### src/rtl/mem_access_unit.sv
// Load/store unit between the core datapath and a valid/ready memory bus.
// Define MAU_MISALIGN_CHECK_EN to reject misaligned halfword/word accesses.
module mem_access_unit #(
  parameter int unsigned TIMEOUT = 64
) (
  input  logic        clk,
  input  logic        rst,
  input  logic        req,
  input  logic        we,
  input  logic [2:0]  funct3,
  input  logic [31:0] addr,
  input  logic [31:0] wdata,
  output logic [31:0] rdata,
  output logic        stall,
  output logic        bus_err,
  output logic        misalign,
  output logic        mem_valid,
  input  logic        mem_ready,
  output logic        mem_we,
  output logic [31:0] mem_addr,
  output logic [31:0] mem_wdata,
  output logic [3:0]  mem_wstrb,
  input  logic [31:0] mem_rdata
);

  typedef enum logic [1:0] {IDLE, BUSY, DONE} state_t;

  localparam logic [7:0] CNT_LAST = 8'(TIMEOUT - 1);

  state_t      state, state_nxt;
  logic [2:0]  f3_q;
  logic [1:0]  off_q;
  logic [7:0]  cnt;
  logic [3:0]  strb_c;
  logic [31:0] wdata_c;
  logic [31:0] load_c;
  logic [7:0]  byte_sel;
  logic [15:0] half_sel;
  logic        misalign_c;
  logic        timeout_c;

`ifdef MAU_MISALIGN_CHECK_EN
  assign misalign_c = (funct3[1:0] == 2'b01 && addr[0]) ||
                      (funct3[1] && addr[1:0] != 2'b00);
`else
  assign misalign_c = 1'b0;
`endif

  // Last idle BUSY cycle: the counter would reach TIMEOUT at this edge.
  assign timeout_c = (cnt == CNT_LAST);

  always_comb begin
    // NOTE: every always_comb output gets a default first so no latch is inferred.
    strb_c  = 4'b1111;
    wdata_c = wdata;
    case (funct3[1:0])
      2'b00: begin
        strb_c  = 4'b0001 << addr[1:0];
        wdata_c = {4{wdata[7:0]}};
      end
      2'b01: begin
        strb_c  = addr[1] ? 4'b1100 : 4'b0011;
        wdata_c = {2{wdata[15:0]}};
      end
      default: ;
    endcase
    if (!we) strb_c = 4'b0000;
  end

  always_comb begin
    case (off_q)
      2'd1:    byte_sel = mem_rdata[15:8];
      2'd2:    byte_sel = mem_rdata[23:16];
      2'd3:    byte_sel = mem_rdata[31:24];
      default: byte_sel = mem_rdata[7:0];
    endcase
    half_sel = off_q[1] ? mem_rdata[31:16] : mem_rdata[15:0];
    case (f3_q[1:0])
      2'b00:   load_c = f3_q[2] ? {24'b0, byte_sel} : {{24{byte_sel[7]}}, byte_sel};
      2'b01:   load_c = f3_q[2] ? {16'b0, half_sel} : {{16{half_sel[15]}}, half_sel};
      default: load_c = mem_rdata;
    endcase
  end

  always_comb begin
    state_nxt = state;
    case (state)
      IDLE:    if (req) state_nxt = misalign_c ? DONE : BUSY;
      BUSY:    if (mem_ready || timeout_c) state_nxt = DONE;
      DONE:    state_nxt = IDLE;
      default: state_nxt = IDLE;
    endcase
  end

  always_ff @(posedge clk) begin
    // NOTE: sequential state uses non-blocking assignments so all registers update together.
    if (rst) begin
      state     <= IDLE;
      mem_we    <= 1'b0;
      mem_addr  <= 32'h0;
      mem_wdata <= 32'h0;
      mem_wstrb <= 4'b0000;
      f3_q      <= 3'b000;
      off_q     <= 2'b00;
      cnt       <= 8'h0;
      rdata     <= 32'h0;
      bus_err   <= 1'b0;
      misalign  <= 1'b0;
    end else begin
      state    <= state_nxt;
      bus_err  <= 1'b0;
      misalign <= 1'b0;
      case (state)
        IDLE: begin
          if (req && misalign_c) begin
            misalign <= 1'b1;
            rdata    <= 32'h0;
          end else if (req) begin
            mem_addr  <= {addr[31:2], 2'b00};
            mem_we    <= we;
            mem_wstrb <= strb_c;
            mem_wdata <= wdata_c;
            f3_q      <= funct3;
            off_q     <= addr[1:0];
            cnt       <= 8'h0;
          end
        end
        BUSY: begin
          if (mem_ready) begin
            rdata <= mem_we ? 32'h0 : load_c;
          end else if (timeout_c) begin
            bus_err <= 1'b1;
            rdata   <= 32'h0;
          end else begin
            cnt <= cnt + 8'd1;
          end
        end
        default: ;
      endcase
    end
  end

  always_comb begin
    mem_valid = (state == BUSY);
    stall     = req && (state != DONE) && !rst;
  end

endmodule

### config.mk
export PLATFORM = sky130hd
export DESIGN_NAME = mem_access_unit
export DESIGN_NICKNAME = d
export VERILOG_FILES = /design/src/rtl/mem_access_unit.sv
export SDC_FILE = /design/constraint.sdc
export NUM_CORES = 1
export LEC_CHECK = 0
export ABC_AREA = 1
export BUFFER_PORTS_ARGS = -buffer_cell sky130_fd_sc_hd__buf_2
export CORE_ASPECT_RATIO = 1.2
export CORE_MARGIN = 2
export CORE_UTILIZATION = 40
export CTS_CLUSTER_SIZE = 40
export DETAILED_ROUTE_END_ITERATION = 6
export PLACE_DENSITY = 0.68
export RECOVER_POWER = 25
export REMOVE_ABC_BUFFERS = 1
export SYNTH_ARGS = -nofsm -noshare
export SYNTH_HDL_FRONTEND = slang
export SYNTH_SLANG_ARGS = --single-unit
### constraint.sdc
create_clock -name clk -period 1.6 [get_ports clk]
set_input_delay 0 -clock clk [delete_from_list [all_inputs] [get_ports clk]]
set_output_delay 0 -clock clk [all_outputs]
set_load 0.02 [all_outputs]
==> flow_summary.json, run 1 <==
{
  "fmax_mhz": 685,
  "grt.total_usage_pct": 23.5,
  "ir_drop_uv": 785,
  "max_stage_delay_ps": 360,
  "period_needed_ps": 1460,
  "path_delay_family": "simple AND/OR/NAND/NOR gates",
  "hp-class": "input port to flip-flop",
  "ys_ff_latch": 115,
  "syn_to_final_growth_pct": 49.7,
  "clockRootBuffer": "clkbuf_16",
  "placed_cell_area_mm2": 0.00626,
  "rsz0062_at_grt": "true",
  "overflow": 0,
  "wl_mm": 16.5,
  "cts_tree": "yes",
  "place_congestion": 0.913,
  "first_global_vias": 5385,
  "drv_slew": 0,
  "period_share_pct": 91.2,
  "cap_violations": 0,
  "setup_viol": 0,
  "critical_path_class": "flip-flop to flip-flop",
  "crit_start": "cnt[0]",
  "crit_chain": "ha_1, nand2_2, nor2_4, nand3_1, and2_4, nand2_1, a21oi_1",
  "fp.dieH_um": 128,
  "holdWs_ps": 15.7,
  "dieArea_mm2": 0.0137,
  "drc": 0,
  "powerDensity_mw_per_mm2": 1100,
  "fin_area_mm2": 0.00763,
  "seq_area_frac_synth_pct": 45.2,
  "fill_cells": 1165,
  "antenna_cells": 0,
  "leakage_nw": 3.40,
  "start_kind": "flip-flop",
  "rows": 45,
  "status": "finished clean",
  "syn_area_mm2": 0.00510,
  "die_w_um": 107,
  "htree_num_levels": 4,
  "finalSetupTns_ps": 0,
  "finalCoreUtilization_pct": 60.8,
  "syn_avg_cell_area_um2": 7.16,
  "antenna_found_initial": 0,
  "mostFrequentLayoutCell": "nand2_1",
  "seq_area_mm2": 0.00230,
  "min_from": "mem_rdata[24]",
  "finalHoldViolations": 0,
  "critPathRequiredTime_ps": 1930,
  "cts_setup_buffers": 0,
  "timing.rr.start": "cnt[0]",
  "port_buffers": 205,
  "grt_pass1_wl_mm": 25.8,
  "critPathBufInv": 0,
  "worst_clock_skew_ps": 5.74,
  "num_vias": 5843,
  "yosys_warnings": 0,
  "critPathCaptureType": "flip-flop",
  "layout-drive-gt1-share_pct": 23.8,
  "clock_latency_ps": 400,
  "multiInputGateArea_mm2": 0.00242,
  "grt_max_degree": 67,
  "wire_per_inst_um": 14.0,
  "start_util_pct": 40.6,
  "syn_inst": 712,
  "cts_inserted_buffers": 17,
  "clock_path_buffers": 2,
  "crit_path_max_fanout": 33,
  "nNetsFinal": 1102,
  "final_cells": 1174,
  "via_per_inst": 4.98,
  "final_cell_mix": "nand2_1 (162), buf_2 (152), dfxtp_1 (115)",
  "core_area_mm2": 0.0126,
  "ant_nets": 0,
  "hpwl_mm": 10.8,
  "clkSinkCount": 115,
  "dp.cells": 1056,
  "slowest_stage": "and2_4",
  "drtIter0Drc": 256,
  "ios": 209,
  "worst-endpoint-arrival_ps": 1790,
  "firstDrtPassIters": 5,
  "synth_cell_types": 37,
  "cts.clk_slew.worst_paths_ps": 60
}
==> worst paths after layout <==
check	to	slack, ps	cells after the start
max	rdata[19]	140	7
min	rdata[24]	20	5
max reg2reg	rdata[19]	140	7
min reg2reg	mem_wstrb[3]	460	2
==> worst min-delay path, delay by kind of cell <==
kind	cells	cell delay (ps)
AOI/OAI and AO/OA	1	50
and+or+nand+nor	3	200
buffers and inverters	1	110
==> metal layers <==
| layer | wire [um] | global-route usage (%) | up-vias |
|---|---|---|---|
| li1 | - | - | 2912 |
| met1 | 6860 | 28.1 | 2630 |
| met2 | 7930 | 39.9 | 270 |
| met3 | 1290 | 6.51 | 31 |
| met4 | 378 | 8.71 | 0 |
| met5 | 0 | 0 | - |
==> sequential cells by signal, indices dropped and copies added, names as in the netlist <==
name and count:
bus_err 1, mem_wstrb 4, rdata 32, cnt 8, state 2, off_q 2, mem_addr 30, mem_we 1
f3_q 3, mem_wdata 32
==> layout make-up <==
cell class / instances / share of cell area, %
clock buffer: 17 / 5.57
clock inverter: 15 / 1.93
inverter: 33 / 1.69
multi-input combinational: 518 / 31.7
sequential: 115 / 30.2
tap: 164 / 2.69
timing repair buffer: 312 / 26.3
==> power by group <==
| part | internal, mW | switching (mW) |
|---|---|---|
| combinational | 0.611 | 0.982 |
| clock | 2.18 | 1.47 |
| sequential | 3.06 | 0.113 |
| total | 5.85 | 2.56 |
==> cell usage after synthesis (all sizes together) <==
cell type  instances  area share, %
clkinv             2           0.25
and2               1           0.17
nor2             111            8.7
o21ai             87            8.5
conb               1          0.074
xor2               2           0.34
a21oi             80            8.0
ha                 1           0.25
dfxtp            115             45
nand4              3           0.66
clkbuf            27            2.0
nand3b             1           0.15
inv               31            2.3
nor3               1           0.32
nand3             37            4.4
buf               21            3.1
nor4               1           0.12
a21o               1           0.15
o211ai             1           0.15
a31oi             16            2.0
or2                1           0.12
a211oi             1           0.25
nand2            170             13
==> per-stage QoR <==
step / total power [mW] / worst slack [ps]
final: 8.41 / 140
after global routing: 8.80 / -29.4
after CTS: 8.48 / 94.0
after detailed placement: 4.66 / 109
after global placement: 4.65 / 126
after floorplan: 4.05 / -534
==> logic make-up after synthesis <==
logic type               after synthesis  share of synthesized area (%)
flip-flops                           115                           45.2
adder cells (fa/ha/maj)                1                          0.245
AO/OA/AOI/OAI                        186                           19.0
other                                  1                         0.0736
buffers and inverters                 81                           7.68
XOR/XNOR                               2                          0.344
AND/OR/NAND/NOR                      326                           27.4
==> what timing repair did <==
action                     CTS  global route
resized for setup            0             3
setup endpoints to repair    0            14
hold endpoints to repair    95             0
hold buffers                86             0
(Power assumes the default switching activity.)
==> run 2: changes to the inputs <==
--- a/config.mk
+++ b/config.mk
@@ -13,7 +13,7 @@
 export CTS_CLUSTER_SIZE = 40
 export DETAILED_ROUTE_END_ITERATION = 6
 export PLACE_DENSITY = 0.68
-export RECOVER_POWER = 25
+export RECOVER_POWER = 100
 export REMOVE_ABC_BUFFERS = 1
 export SYNTH_ARGS = -nofsm -noshare
 export SYNTH_HDL_FRONTEND = slang
==> run 2 against run 1 <==
- die area is the same
- core utilization shrank 0.47 points
- sequential share of layout area grew 0.23 points
- wire length down 0.22%
- largest cell class unchanged
==> flow_summary.json, run 2 (synthesis gave the netlist of run 1 again) <==
{
  "status": "finished clean",
  "final_cell_mix": "nand2_1 (162), dfxtp_1 (115), nor2_1 (105), buf_2 (105), clkbuf_1 (100)",
  "place_ws_ps": 109,
  "finalSetupTns_ps": 0,
  "antenna_cells": 0,
  "hp-class": "input port to flip-flop",
  "htree_num_levels": 4,
  "wire_per_inst_um": 14.0,
  "ios": 209,
  "period_share_pct": 91.1,
  "port_buffers": 205,
  "p_sw_mw": 2.56,
  "hpwl_mm": 10.8,
  "critical_path_class": "flip-flop to flip-flop",
  "power.share.switching_pct": 30.5,
  "cap_violations": 0,
  "rows": 45,
  "grt_pass1_wl_mm": 25.8,
  "p_int_mw": 5.83,
  "cts_tree": "yes",
  "ant_nets": 0,
  "wl_mm": 16.4,
  "mostFrequentLayoutCell": "nand2_1",
  "cts_inserted_buffers": 17,
  "place_congestion": 0.913,
  "dp.cells": 1056,
  "crit_path_max_fanout": 33,
  "cts_setup_buffers": 0,
  "critPathRequiredTime_ps": 1930,
  "total_power_mw": 8.39,
  "setup_slack_ps": 142,
  "grt.total_usage_pct": 23.5,
  "powerDensity_mw_per_mm2": 1110,
  "drv_slew": 0,
  "critPathCaptureType": "flip-flop",
  "layout-drive-gt1-share_pct": 19.1,
  "clock_latency_ps": 400,
  "worst_clock_skew_ps": 5.93,
  "die_w_um": 107,
  "overflow": 0,
  "placed_cell_area_mm2": 0.00626,
  "fp.dieH_um": 128,
  "clockRootBuffer": "clkbuf_16",
  "clkPwrFrac_pct": 43.4,
  "syn_to_final_growth_pct": 48.6,
  "reg_top3": "mem_wdata: 32 flops, rdata: 32 flops, mem_addr: 30 flops",
  "antenna_found_initial": 0,
  "fin_area_mm2": 0.00757,
  "worst-endpoint-arrival_ps": 1790,
  "final_cells": 1174,
  "clock_path_buffers": 2,
  "holdWs_ps": 15.7,
  "period_needed_ps": 1460,
  "dieArea_mm2": 0.0137,
  "finalHoldViolations": 0,
  "firstDrtPassIters": 4,
  "core_area_mm2": 0.0126,
  "finalCoreUtilization_pct": 60.3,
  "fmax_mhz": 686,
  "ir_drop_uv": 769,
  "first_global_vias": 5385,
  "grt_max_degree": 67,
  "nNetsFinal": 1102,
  "leakage_nw": 3.22,
  "combPwrFrac_pct": 18.7,
  "start_kind": "flip-flop",
  "via_per_inst": 4.97,
  "cts.clk_slew.worst_paths_ps": 60,
  "setup_viol": 0,
  "rsz0062_at_grt": "true",
  "drc": 0,
  "power_frac_seq_pct": 37.9,
  "start_util_pct": 40.6,
  "drtIter0Drc": 295,
  "clkSinkCount": 115,
  "num_vias": 5829
}
-- run 2: final timing paths --
| path | start | end | slack [ps] | cells past startpoint |
|---|---|---|---|---|
| hold reg to reg | mem_wstrb[3] | mem_wstrb[3] | 460 | 2 |
| setup / recovery | cnt[0] | rdata[13] | 140 | 7 |
| hold / removal | mem_rdata[24] | rdata[24] | 20 | 5 |
| setup reg to reg | cnt[0] | rdata[13] | 140 | 7 |
-- run 2: power by group through the flow --
| stage | logic (mW) | clock network [mW] | registers [mW] |
|---|---|---|---|
| floorplan | 0.584 | 0 | 3.47 |
| global placement | 1.42 | 0 | 3.23 |
| detailed placement | 1.43 | 0 | 3.23 |
| CTS | 1.60 | 3.71 | 3.17 |
| global route | 1.72 | 3.85 | 3.20 |
| finish | 1.57 | 3.64 | 3.18 |
-- run 2: cell type report --
| cell class | instances | area [um^2] |
|---|---|---|
| Tap cell | 164 | 205 |
| Clock inverter | 15 | 148 |
| Timing Repair Buffer | 312 | 1940 |
| Inverter | 33 | 129 |
| Sequential cell | 115 | 2300 |
| Multi-Input combinational cell | 518 | 2420 |
| Fill cell | 1197 | 4980 |
| Clock buffer | 17 | 425 |
-- run 2: per-layer routing --
layer  routed length [um]  track usage, %
met1                 6770            28.1
met4                  406            8.71
met3                 1240            6.51
met2                 8000            39.9
met5                    0               0
-- run 2: repair_timing --
item                                    in CTS  in global routing
hold buffers                                86                  0
endpoints found under the setup margin       0                 14
resized for setup                            0                  3
endpoints found under the hold margin       95                  0
-- run 2: critical path, stage by stage, from the launching register on --
cell and delay (ps):
dfxtp_1 310, ha_1 230, nand2_2 110, nor2_4 50
nand3_1 60, and2_4 360, nand2_1 100, a21oi_1 150
